File: config.mk
export PLATFORM = sky130hd
export DESIGN_NAME = tc_timer
export DESIGN_NICKNAME = d
export VERILOG_FILES = /design/src/rtl/tc_timer.sv
export SDC_FILE = /design/constraint.sdc
export NUM_CORES = 1
export LEC_CHECK = 0
export CAP_MARGIN = 20
export CELL_PAD_IN_SITES_DETAIL_PLACEMENT = 1
export CELL_PAD_IN_SITES_GLOBAL_PLACEMENT = 2
export CORE_MARGIN = 5
export CORE_UTILIZATION = 30
export CTS_BUF_LIST = sky130_fd_sc_hd__clkbuf_4
export CTS_CLUSTER_SIZE = 8
export DETAILED_ROUTE_END_ITERATION = 10
export PLACE_DENSITY = 0.89
export SETUP_SLACK_MARGIN = 0.5
export SYNTH_ARGS = -nofsm -noshare
export SYNTH_HDL_FRONTEND = slang
export SYNTH_SLANG_ARGS = --single-unit
File: constraint.sdc
create_clock -name clk -period 5.6 [get_ports clk]
set_input_delay 1.12 -clock clk [delete_from_list [all_inputs] [get_ports clk]]
set_output_delay 1.12 -clock clk [all_outputs]
set_load 0.02 [all_outputs]
File: src/rtl/tc_timer.sv
`default_nettype none
// ============================================================================
//  Module   : tc_timer
//  Brief    : Memory-mapped down-counting timer with one-shot and
//             auto-reload modes and a maskable interrupt. Register window
//             of 16 bytes at BASE_ADDR: CTRL (0x0), PRESET (0x4),
//             COUNT (0x8, read-only), reserved (0xC).
//  Config   : define TC_TIMER_BYTE_WRITE_EN to enable per-byte writes to
//             CTRL and PRESET; otherwise only full-word writes take effect.
//  Revision : 1.0 - initial release
// ============================================================================
module tc_timer #(
    parameter logic [31:0] BASE_ADDR = 32'h0000_7F00
) (
    input  logic        clk,
    input  logic        reset,
    input  logic [31:0] addr,
    input  logic [3:0]  byteen,
    input  logic [31:0] wdata,
    output logic [31:0] rdata,
    output logic        irq
);

    localparam logic [1:0] C_REG_CTRL   = 2'b00;
    localparam logic [1:0] C_REG_PRESET = 2'b01;
    localparam logic [1:0] C_REG_COUNT  = 2'b10;
    localparam logic [1:0] C_MODE_AUTO  = 2'b01;

    typedef enum logic [1:0] {
        S_IDLE = 2'b00,
        S_LOAD = 2'b01,
        S_CNT  = 2'b10,
        S_INT  = 2'b11
    } state_t;

    state_t      r_state;
    state_t      w_state_nxt;
    logic [3:0]  r_ctrl;      // [3] IM, [2:1] MODE, [0] EN
    logic [31:0] r_preset;
    logic [31:0] r_count;
    logic        r_irqf;

    logic        w_sel;
    logic        w_wr;
    logic [31:0] w_bmask;
    logic        w_ctrl_wr;
    logic        w_ctrl_b0;
    logic        w_preset_wr;
    logic        w_force_idle;
    logic        w_cnt_load;
    logic        w_cnt_dec;
    logic        w_irqf_set;
    logic        w_irqf_clr;
    logic        w_en_clr;
    logic        w_unused_addr;

    // Word offset only; byte offset within a word has no meaning here.
    assign w_unused_addr = ^addr[1:0];

    assign w_sel = (addr[31:4] == BASE_ADDR[31:4]);

`ifdef TC_TIMER_BYTE_WRITE_EN
    assign w_wr    = w_sel && (byteen != 4'b0000);
    assign w_bmask = {{8{byteen[3]}}, {8{byteen[2]}}, {8{byteen[1]}}, {8{byteen[0]}}};
`else
    assign w_wr    = w_sel && (byteen == 4'b1111);
    assign w_bmask = {32{1'b1}};
`endif

    assign w_ctrl_wr   = w_wr && (addr[3:2] == C_REG_CTRL);
    // All CTRL fields live in byte 0, so only that lane can change them.
    assign w_ctrl_b0   = w_ctrl_wr && w_bmask[0];
    assign w_preset_wr = w_wr && (addr[3:2] == C_REG_PRESET);
    // Software clearing EN stops the timer immediately, whatever the state.
    assign w_force_idle = w_ctrl_b0 && !wdata[0];

    // Next-state and datapath control; writes that stop the timer suppress
    // any counter or flag action of the current state.
    always_comb begin
        w_state_nxt = r_state;
        w_cnt_load  = 1'b0;
        w_cnt_dec   = 1'b0;
        w_irqf_set  = 1'b0;
        w_irqf_clr  = 1'b0;
        w_en_clr    = 1'b0;
        case (r_state)
            S_IDLE: begin
                if (r_ctrl[0]) begin
                    w_state_nxt = S_LOAD;
                end
            end
            S_LOAD: begin
                w_cnt_load  = 1'b1;
                w_state_nxt = S_CNT;
            end
            S_CNT: begin
                if (!r_ctrl[0]) begin
                    w_state_nxt = S_IDLE;
                end else if (r_count == 32'd0) begin
                    w_irqf_set  = 1'b1;
                    w_state_nxt = S_INT;
                end else begin
                    w_cnt_dec = 1'b1;
                end
            end
            S_INT: begin
                if (r_ctrl[2:1] == C_MODE_AUTO) begin
                    w_irqf_clr  = 1'b1;
                    w_state_nxt = S_LOAD;
                end else begin
                    w_en_clr    = 1'b1;
                    w_state_nxt = S_IDLE;
                end
            end
            default: begin
                w_state_nxt = S_IDLE;
            end
        endcase
        if (w_force_idle) begin
            w_state_nxt = S_IDLE;
            w_cnt_load  = 1'b0;
            w_cnt_dec   = 1'b0;
            w_irqf_set  = 1'b0;
        end
    end

    // State register.
    always_ff @(posedge clk or negedge reset) begin
        if (!reset) begin
            r_state <= S_IDLE;
        end else begin
            r_state <= w_state_nxt;
        end
    end

    // CTRL register: a CPU write wins over the one-shot EN clear.
    always_ff @(posedge clk or negedge reset) begin
        if (!reset) begin
            r_ctrl <= 4'b0000;
        end else if (w_ctrl_b0) begin
            r_ctrl <= wdata[3:0];
        end else if (w_en_clr) begin
            r_ctrl[0] <= 1'b0;
        end
    end

    // PRESET register; only sampled into COUNT on LOAD.
    always_ff @(posedge clk or negedge reset) begin
        if (!reset) begin
            r_preset <= 32'd0;
        end else if (w_preset_wr) begin
            r_preset <= (r_preset & ~w_bmask) | (wdata & w_bmask);
        end
    end

    // COUNT register: load from PRESET, then count down to zero.
    always_ff @(posedge clk or negedge reset) begin
        if (!reset) begin
            r_count <= 32'd0;
        end else if (w_cnt_load) begin
            r_count <= r_preset;
        end else if (w_cnt_dec) begin
            r_count <= r_count - 32'd1;
        end
    end

    // Interrupt flag: any CTRL write acknowledges it.
    always_ff @(posedge clk or negedge reset) begin
        if (!reset) begin
            r_irqf <= 1'b0;
        end else if (w_ctrl_wr) begin
            r_irqf <= 1'b0;
        end else if (w_irqf_set) begin
            r_irqf <= 1'b1;
        end else if (w_irqf_clr) begin
            r_irqf <= 1'b0;
        end
    end

    // Combinational read mux.
    always_comb begin
        rdata = 32'd0;
        if (w_sel) begin
            case (addr[3:2])
                C_REG_CTRL:   rdata = {28'd0, r_ctrl};
                C_REG_PRESET: rdata = r_preset;
                C_REG_COUNT:  rdata = r_count;
                default:      rdata = 32'd0;
            endcase
        end
    end

    assign irq = r_irqf & r_ctrl[3];

endmodule
`default_nettype wire

# Word level (Yosys, flattened, before mapping)
# Index checks and enable logic that the tools add are counted.
[word_totals] in_bits=70 ff_bits=71 wordCells=59 output_inout_bits=33
[classes] n_reduce_logical=12 bitwise_logic=1 mux=29 add_sub_neg=1 n_eq_ne=10
[op_table] op="32-bit two-way mux" count=3
[op_table] op="32-bit one-hot mux with 3 select lines" count=1
[op_table] op="32-bit zero test" count=1
[op_table] op="32-bit by 1-bit subtractor with 32-bit output, second input constant" count=1
[op_table] op="28-bit by 11-bit == test with 1-bit output, second input constant" count=1
[op_table] op="1-bit two-way mux" count=20
[op_table] op="2-bit two-way mux" count=4
[op_table] op="2-bit one-hot mux with 4 select lines" count=1
[op_table] op="2-bit by 1-bit == test with 1-bit output, second input constant" count=3
[op_table] op="2-bit == test, second input constant" count=3
[op_table] op="4-bit == test, second input constant" count=1
[op_table] op="1-bit logical AND" count=4
[op_table] op="2-bit zero test" count=2
[op_table] op="4-bit != test, second input constant" count=1
[op_table] op="2-bit nonzero test" count=2
[op_table] op="3-bit != test, second input constant" count=1
[op_table] op="3-bit nonzero test" count=1
[op_table] op="2-bit AND reduction" count=1
[op_table] op="1-bit AND" count=1
[op_table] op="1-bit zero test" count=1

# Depth between registers and ports, before layout
# Gate-level depths: netlist of the first run.
[depth] word_depth=7 ltp_mapped=9 depth_no_buf=7

# Worst setup path after synthesis of the first run
# No wires, ideal clock.
[synth_timing] kind="in2out" from="in addr[2]" to="out rdata[11]" path_slack_ns=1.848 t_required_ns=4.480 path_stages=6 n_path_buf=2 t_arrival_ns=2.632 cell_sequence="clkbuf_1 > inv_1 > nor2_1 > clkbuf_1 > a22oi_1 > nor2_1"
[synth_between] elab_chain_cells=3 elab_cells_between_ends=5 classes_between="eq/ne (2); mux (2); reduce/logical (1)"
[synth_rtl] element="start: declaration" line="17" source="input logic [31:0] addr,"
[synth_rtl] element="2-bit == test, or another cell as far along" line="184" source="case (addr[3:2])"
[synth_rtl] element="32-bit one-hot mux with 3 select lines (*)" line="184"
[synth_rtl] element="32-bit two-way mux (*)" line="183" source="if (w_sel) begin"
[synth_rtl] element="end: declaration" line="20" source="output logic [31:0] rdata,"
# Mark *: on every way between the ends. The rest lies on a longest branch, timed or not.

# Final worst setup path of the first run
[layout_timing] from="in addr[30]" to="out rdata[10]"
[layout_between] elab_chain_cells=2
[layout_rtl] element="28-bit by 11-bit == test with 1-bit output" line="60" source="assign w_sel = (addr[31:4] == BASE_ADDR[31:4]);"
[layout_rtl] element="32-bit two-way mux" line="183"
# Every way passes these cells.

==> results.py, run 1 <==
metrics = {
    "run_status": {
        "status": "complete, no violations",
    },
    "setup_path": {
        "path_class": "in -> out",
        "critical_path.max_stage_delay_ns": 0.62,
        "critPathTopFamily": "simple AND/OR/NAND/NOR gates",
        "start_kind": "primary input",
        "path_cells": "clkdlybuf4s50_1, nor4b_1, nand3_1, or2_2, buf_4, nor2_1, clkdlybuf4s50_1",
        "critPathCaptureType": "output pin",
        "crit_top_cell": "clkdlybuf4s50_1",
        "critPathMaxFanout": 20,
        "cp_num_buf_inv": 3,
        "cp_slowest_cell": "clkdlybuf4s50_1",
        "cp.required_ns": 4.48,
        "critical_path_arrival_ns": 3.75,
    },
    "placed_design": {
        "place_congestion": 0.824,
        "place_worst_setup_slack_ns": 0.651,
        "place_hpwl_mm": 9.59,
        "io_buffers": 100,
    },
    "run": {
        "maxCapViolCount": 0,
    },
    "global_route": {
        "grt_pass1_vias": 4322,
        "grt_busiest_layer": "met2",
        "grt_use_total_pct": 16.6,
        "overflow": 0,
        "antenna_found_initial": 0,
        "use_met3_pct": 4.52,
        "met1_usage_pct": 21.7,
        "gr-usage-met2_pct": 27.0,
        "grt_max_degree": 45,
        "grt_pass1_wl_mm": 22.2,
    },
    "clocking": {
        "postCtsHoldBufs": 0,
        "cts_tree": "done",
        "clkTransAtPathRegs_ns": 0.11,
        "cts_resized": 0,
        "clock_latency_ns": 0.46,
        "h-tree-depth": 3,
        "clockBufferDepth": 2,
        "root_buffer": "clkbuf_4",
        "clock_sinks": 71,
        "cts_setup_buffers": 0,
        "numCtsBuffers": 9,
    },
    "floorplan": {
        "die_y_um": 129,
        "io_pins": 103,
        "die-area_um2": 16500,
        "core_um2": 13800,
        "start_util_pct": 30.5,
        "rows": 43,
        "dieWidth_um": 129,
    },
    "timing": {
        "tns_ns": 0,
        "grt_setup_unrepaired": "no",
        "finalSetupViolCount": 0,
        "slew_viol_final": 0,
        "period_minus_slack_ns": 4.87,
        "max_freq_mhz": 206,
        "max-slew-margin-rel_pct": 38.2,
        "clock_skew_ns": 0.00938,
        "tightest_slew_ns": 0.928,
        "final-hold-violation-count": 0,
        "fin_ws_ns": 0.734,
        "period_share_pct": 86.9,
    },
    "pwr": {
        "p_leak_uw": 0.00237,
        "power.density_nw_per_um2": 173,
        "vdd_drop_max_uv": 111,
    },
    "synth": {
        "syn_inst": 448,
        "synth.top_cells.by_area": "dfrtp_1 42%, mux2_2 9.1%, nor2_1 5.5%, a22oi_1 5.2%, or4_1 4.3%",
        "netlist_area_um2": 4210,
        "synth_top_cell_by_area": "dfrtp_1",
        "synth.avg_cell_area_um2": 9.40,
        "yosysSeqAreaShare_pct": 42.2,
        "synth_top_area_share_pct": 42.2,
        "synth_cell_types": 47,
        "ys.warnings.count": 0,
        "synth.net_count": 519,
        "async_flop_share_pct": 100,
        "synth-seq-cells": 71,
        "synth-edff-count": 0,
        "ys.flop_type": "dfrtp_1",
    },
    "layout": {
        "fillers": 1568,
        "multiInputGateArea_um2": 2300,
        "area_delta_synth_final_pct": 32.2,
        "register_area_um2": 1780,
        "layout-drive-gt1-share_pct": 14.2,
        "final_net_count": 607,
    },
    "detailed_routing": {
        "drtIter0Drc": 146,
        "vias": 3974,
        "drc": 0,
        "first_pass_iters": 4,
        "wirelength_mm": 13.2,
        "vias_per_cell": 5.50,
        "postRouteAntennaNets": 0,
        "wl_per_cell_um": 18.3,
    },
    "min_path": {
        "worstHoldPathType": "reg -> reg",
    },
}
==> where the power goes <==
group / leakage [µW] / switching [µW] / internal, µW
sequential: 0.000987 / 0.0000475 / 512
combinational: 0.00130 / 29.0 / 44.9
clock: 0.0000859 / 191 / 187
==> final timing paths <==
kind	start	endpoint	slack, ns	cells past startpoint
hold reg to reg	r_preset[9]$_DFFE_PN0P_	r_count[9]$_DFFE_PN0P_	0.53	2
setup / recovery	addr[30]	rdata[10]	0.73	7
hold / removal	r_preset[9]$_DFFE_PN0P_	r_count[9]$_DFFE_PN0P_	0.53	2
min in group asynchronous	reset	r_preset[3]$_DFFE_PN0P_	0.72	1
setup reg to reg	r_count[6]$_DFFE_PN0P_	r_count[10]$_DFFE_PN0P_	2.73	6
max in group asynchronous	reset	r_preset[15]$_DFFE_PN0P_	3.86	2
==> stage by stage <==
stage               util (%)  hold slack [ns]  instances  power, µW  area, µm²
floorplan                  -            0.467        448        533       4210
global placement        39.1            0.492        705        596       5410
detailed placement      39.1            0.500        705        598       5410
CTS                     40.3            0.525        721        980       5570
global route            40.3            0.570        721       1010       5570
finish                  40.3            0.526        722        965       5570
==> cells by family after synthesis <==
family          count (synthesis)  share of synthesized area [%]
mux                            40                           10.5
compound gates                 90                           16.0
fa+ha+maj                       1                          0.297
simple gates                  205                           26.9
buf+inv                        41                           4.04
flops                          71                           42.2
==> cells in the mapped netlist, types with 4 or more instances <==
cell and number:
or4_1 24, nand4_1 5, nor2_1 62, mux2_2 34
nor3_1 13, nand2_1 27, a31oi_1 14, dfrtp_1 71
nor4_1 5, o21ai_0 4, o211ai_1 5, nand3_1 23
a22oi_1 29, o31ai_1 8, clkbuf_1 26, or3_1 13
mux2i_1 5, o41ai_1 5, inv_1 6, o311ai_0 15
buf_2 7, a21oi_1 5, nor2b_1 4
==> layout make-up <==
class                      count  share of cell area (%)
tap                          180                    4.04
clock buffer                  11                    1.48
multi-input combinational    336                    41.3
sequential                    71                    31.9
timing repair buffer         112                    19.5
antenna                        1                  0.0449
clock inverter                 5                    1.30
inverter                       6                   0.404
==> worst min-delay path: cells and delay by family (launching register included) <==
family / cells / cell delay [ns]
flops: 1 / 0.38
simple gates: 2 / 0.12
==> registers in the layout, indices dropped and copies added, names as in the netlist <==
register / flops
r_irqf: 1
r_preset: 32
r_state: 2
r_ctrl: 4
r_count: 32
==> cell usage in the layout, fill, tap and decap left out, types with 3 or more instances in the layout <==
cell,n
o31ai_1,7
nand2b_1,3
a21oi_1,5
buf_4,12
dfrtp_1,71
or4_1,24
or2_2,3
nor2_1,62
nand4b_1,3
mux2i_1,5
nor3_1,13
clkbuf_4,11
o211ai_1,5
nor4b_1,3
or3_1,13
nor4_1,5
nand4_1,5
a31oi_1,14
o311ai_0,15
o41ai_1,5
inv_1,6
a22oi_1,29
nand3b_1,3
nand3_1,23
o21ai_0,4
nand2_1,27
mux2_2,34
nor2b_1,3
clkdlybuf4s50_1,99
==> layer usage <==
layer | up-vias | routed length, µm
met3 | 15 | 696
met4 | 0 | 179
met2 | 89 | 6330
met1 | 1977 | 6020
met5 | - | 0
li1 | 1893 | -
Power figures use the tool's default switching activity.
==> run 2: changes to the inputs <==
- SETUP_SLACK_MARGIN: 0.5 -> 0.02
==> run 2 against run 1 <==
Non-clock buffer count unchanged; clock skew unchanged; sequential power about the same; hold slack unchanged; total power unchanged; critical path type unchanged.
==> results.py, run 2 (synthesized netlist as in run 1, its figures left out) <==
metrics = {
    "placed_design": {
        "place_hpwl_mm": 9.59,
        "io_buffers": 100,
        "place_congestion": 0.824,
        "dp.cells": 705,
    },
    "detailed_routing": {
        "first_pass_iters": 4,
        "vias": 3974,
        "drtIter0Drc": 146,
        "wirelength_mm": 13.2,
        "wl_per_cell_um": 18.3,
        "vias_per_cell": 5.50,
        "postRouteAntennaNets": 0,
        "drc": 0,
    },
    "timing": {
        "holdWs_ns": 0.526,
        "max_freq_mhz": 203,
        "period_share_pct": 88.0,
        "finalSetupViolCount": 0,
        "clock_skew_ns": 0.00938,
        "tns_ns": 0,
        "final-hold-violation-count": 0,
        "tightest_slew_ns": 0.928,
        "grt_setup_unrepaired": "no",
        "slew_viol_final": 0,
        "period_minus_slack_ns": 4.93,
        "max-slew-margin-rel_pct": 38.2,
    },
    "clocking": {
        "root_buffer": "clkbuf_4",
        "h-tree-depth": 3,
        "cts_setup_buffers": 0,
        "clock_sinks": 71,
        "numCtsBuffers": 9,
        "clock_latency_ns": 0.46,
        "clockBufferDepth": 2,
        "postCtsHoldBufs": 0,
        "cts_resized": 0,
        "clkTransAtPathRegs_ns": 0.11,
        "cts_tree": "done",
    },
    "pwr": {
        "power.density_nw_per_um2": 173,
        "p_leak_uw": 0.00237,
        "vdd_drop_max_uv": 111,
        "design_power_total_uw": 965,
    },
    "floorplan": {
        "rows": 43,
        "die-area_um2": 16500,
        "io_pins": 103,
        "dieWidth_um": 129,
        "start_util_pct": 30.5,
        "die_y_um": 129,
        "core_um2": 13800,
    },
    "setup_path": {
        "r2r_cells": 6,
        "cp.required_ns": 4.48,
        "path_class": "in -> out",
        "critPathCaptureType": "output pin",
        "start_kind": "primary input",
        "rrSetupSlack_ns": 2.73,
        "r2r-start": "r_count[6]$_DFFE_PN0P_",
        "rr_endpoint": "r_count[10]$_DFFE_PN0P_",
        "critical_path_arrival_ns": 3.81,
        "crit_start": "addr[30]",
        "critPathMaxFanout": 20,
    },
    "global_route": {
        "antenna_found_initial": 0,
        "grt_pass1_vias": 4322,
        "overflow": 0,
        "grt_use_total_pct": 16.6,
        "grt_pass1_wl_mm": 22.2,
        "grt_max_degree": 45,
    },
    "run_status": {
        "status": "complete, no violations",
    },
    "layout": {
        "area_delta_synth_final_pct": 32.2,
        "final_common_cell": "clkdlybuf4s50_1",
        "layout-drive-gt1-share_pct": 14.0,
        "fin_util_pct": 40.3,
        "fin_cells": 722,
        "reg_top3": "r_count x32, r_preset x32, r_ctrl x4",
        "final_net_count": 607,
        "fillers": 1568,
        "final_cell_mix": "99 x clkdlybuf4s50_1, 71 x dfrtp_1, 62 x nor2_1, 34 x mux2_2, 29 x a22oi_1",
    },
    "min_path": {
        "hold_path_end": "r_count[9]$_DFFE_PN0P_",
        "hold_start": "r_preset[9]$_DFFE_PN0P_",
        "worstHoldPathType": "reg -> reg",
        "hold_depth": 2,
    },
    "run": {
        "maxCapViolCount": 0,
    },
}
==> run 2: area by class of cell <==
| cell class | instances | area (µm²) | share of cell area (%) |
|---|---|---|---|
| sequential | 71 | 1780 | 31.9 |
| clock buffer | 11 | 82.6 | 1.48 |
| tap | 180 | 225 | 4.04 |
| multi-input combinational | 336 | 2300 | 41.3 |
| antenna | 1 | 2.50 | 0.0449 |
| clock inverter | 5 | 72.6 | 1.30 |
| inverter | 6 | 22.5 | 0.404 |
| timing repair buffer | 112 | 1090 | 19.5 |
==> run 2: how the worst max path moves through the flow <==
stage,slack [ns],depth (start not counted),end
CTS,0.65,7,rdata[12]
global route,0.45,7,rdata[16]
floorplan,1.85,6,rdata[11]
detailed placement,0.65,7,rdata[12]
finish,0.67,7,rdata[10]
global placement,0.73,7,rdata[16]
==> run 2: power by group <==
| part | total, µW | switching (µW) | internal, µW |
|---|---|---|---|
| combinational | 73.9 | 29.0 | 44.9 |
| clock | 379 | 191 | 187 |
| sequential | 512 | 0.0000475 | 512 |
==> run 2: layer usage <==
metal,up-vias,routed length [µm],global-route usage [%]
met3,15,696,4.52
met4,0,179,4.82
met5,-,0,0
li1,1893,-,-
met2,89,6330,27.0
met1,1977,6020,21.7
==> run 2: stage by stage <==
step / instance area (µm²) / worst slack, ns
after floorplan: 4210 / 1.85
after global placement: 5410 / 0.725
after detailed placement: 5410 / 0.651
after CTS: 5570 / 0.645
after global routing: 5570 / 0.452
final: 5570 / 0.673
==> run 2: critical path, cell delays in order <==
cell,delay (ns)
clkdlybuf4s50_1,0.40
nor4b_1,0.33
nand3_1,0.32
or2_1,0.53
buf_4,0.32
nor2_1,0.15
clkdlybuf4s50_1,0.62
==> run 3: changes to the inputs <==
- CORE_MARGIN: 5 -> 2
- clock period: 5.6 -> 4.8 ns (I/O delays scaled with it)
==> run 3 against run 2 <==
Largest cell class unchanged; critical endpoint is now rdata[28]; highest routed layer unchanged; setup slack lost 0.16 ns; cell area grew 0.36%; cell count grew 0.14%; utilization grew 0.30 points; hold slack is essentially flat.
==> results.py, run 3 (synthesized netlist as in run 1, its figures left out) <==
metrics = {
    "run_status": {
        "status": "complete, no violations",
    },
    "min_path": {
        "worstHoldPathType": "reg -> reg",
        "hold_path_end": "r_count[2]$_DFFE_PN0P_",
        "hold_start": "r_preset[2]$_DFFE_PN0P_",
        "hold_depth": 2,
    },
    "floorplan": {
        "dieWidth_um": 123,
        "rows": 43,
        "die-area_um2": 15000,
        "core_um2": 13800,
        "die_y_um": 123,
        "start_util_pct": 30.6,
        "io_pins": 103,
    },
    "detailed_routing": {
        "first_pass_iters": 4,
        "postRouteAntennaNets": 0,
        "vias_per_cell": 5.47,
        "wl_per_cell_um": 17.7,
        "drtIter0Drc": 200,
        "wirelength_mm": 12.8,
        "drc": 0,
        "vias": 3955,
    },
    "setup_path": {
        "critPathTopFamily": "buffers and inverters",
        "r2r_cells": 6,
        "critPathCaptureType": "output pin",
        "critical_path_arrival_ns": 3.32,
        "r2r-start": "r_count[5]$_DFFE_PN0P_",
        "path_cells": "clkdlybuf4s50_1, nor4b_1, nand3_1, or2_1, buf_4, nor2_1, clkdlybuf4s50_1",
        "critPathMaxFanout": 15,
        "cp_num_buf_inv": 3,
        "cp.required_ns": 3.84,
        "rr_endpoint": "r_count[19]$_DFFE_PN0P_",
        "critical_path.max_stage_delay_ns": 0.64,
        "crit_top_cell": "clkdlybuf4s50_1",
        "start_kind": "primary input",
        "path_class": "in -> out",
        "cp_slowest_cell": "clkdlybuf4s50_1",
        "rrSetupSlack_ns": 1.99,
    },
    "timing": {
        "final-hold-violation-count": 0,
        "slew_viol_final": 0,
        "tns_ns": 0,
        "period_minus_slack_ns": 4.28,
        "finalSetupViolCount": 0,
        "max_freq_mhz": 234,
        "tightest_slew_ns": 0.810,
        "clock_skew_ns": 0.0192,
        "period_share_pct": 89.2,
        "max-slew-margin-rel_pct": 45.6,
        "grt_setup_unrepaired": "no",
    },
    "global_route": {
        "grt_pass1_vias": 4248,
        "grt_max_degree": 59,
        "antenna_found_initial": 0,
        "overflow": 0,
        "grt_pass1_wl_mm": 21.2,
        "grt_use_total_pct": 17.7,
    },
    "layout": {
        "num_antenna_cells": 0,
        "final_cell_mix": "99 x clkdlybuf4s50_1, 71 x dfrtp_1, 62 x nor2_1, 34 x mux2_2, 29 x a22oi_1",
        "final_net_count": 609,
        "fillers": 1611,
        "reg_top3": "r_count x32, r_preset x32, r_ctrl x4",
        "final_common_cell": "clkdlybuf4s50_1",
        "area_delta_synth_final_pct": 32.7,
        "layout-drive-gt1-share_pct": 14.7,
        "fin_util_pct": 40.6,
    },
    "clocking": {
        "clockBufferDepth": 2,
        "postCtsHoldBufs": 0,
        "clkTransAtPathRegs_ns": 0.12,
        "cts_setup_buffers": 0,
        "numCtsBuffers": 9,
        "h-tree-depth": 3,
        "root_buffer": "clkbuf_4",
        "clock_sinks": 71,
        "cts_resized": 0,
        "cts_tree": "done",
        "clock_latency_ns": 0.42,
    },
    "pwr": {
        "p_leak_uw": 0.00238,
        "vdd_drop_max_uv": 112,
        "power.density_nw_per_um2": 203,
    },
    "placed_design": {
        "io_buffers": 100,
        "place_hpwl_mm": 9.11,
        "place_congestion": 0.800,
    },
    "run": {
        "maxCapViolCount": 0,
    },
}
-- run 3: worst max-delay path by stage --
stage | startpoint | end | slack (ns) | cells past startpoint
CTS | addr[12] | rdata[28] | 0.46 | 7
floorplan | addr[2] | rdata[11] | 1.37 | 6
detailed placement | addr[12] | rdata[28] | 0.46 | 7
finish | addr[12] | rdata[28] | 0.52 | 7
global route | addr[12] | rdata[28] | 0.29 | 7
global placement | addr[12] | rdata[28] | 0.54 | 7
-- run 3: metal layers --
metal / routed length, µm / part of all wire, % / GRT usage, %
met5: 0 / 0 / 0
met4: 102 / 0.80 / 4.02
met3: 443 / 3.5 / 2.60
met2: 6310 / 49 / 31.5
met1: 5920 / 46 / 22.6
-- run 3: stage by stage --
step / area, µm² / instances / hold WS [ns] / total power (µW) / setup slack (ns)
2_1_floorplan: 4210 / 448 / 0.467 / 622 / 1.37
3_3_place_gp: 5430 / 707 / 0.494 / 696 / 0.540
3_5_place_dp: 5430 / 707 / 0.504 / 697 / 0.465
4_1_cts: 5590 / 723 / 0.525 / 1150 / 0.458
5_1_grt: 5590 / 723 / 0.546 / 1180 / 0.287
6_report: 5590 / 723 / 0.526 / 1130 / 0.518
-- run 3: cell type report --
class	count	area (µm²)	area share [%]
Clock buffer	9	67.6	1.21
Clock inverter	7	95.1	1.70
Inverter	6	22.5	0.403
Multi-Input combinational cell	336	2300	41.2
Sequential cell	71	1780	31.8
Tap cell	180	225	4.03
Timing Repair Buffer	114	1100	19.7
-- run 3: report_power, final --
part           internal [µW]  switching [µW]  total [µW]
Sequential               598       0.0000551         598
Combinational           52.3            33.7        86.0
Clock                    212             236         448
Total                    862             270        1130
-- run 3: worst register-to-register path, delay by kind of cell (launching register included) --
family / cells / cell delay [ns]
AOI/OAI and AO/OA: 2 / 0.31
buffers and inverters: 1 / 0.39
DFF: 1 / 0.46
and+or+nand+nor: 3 / 1.58
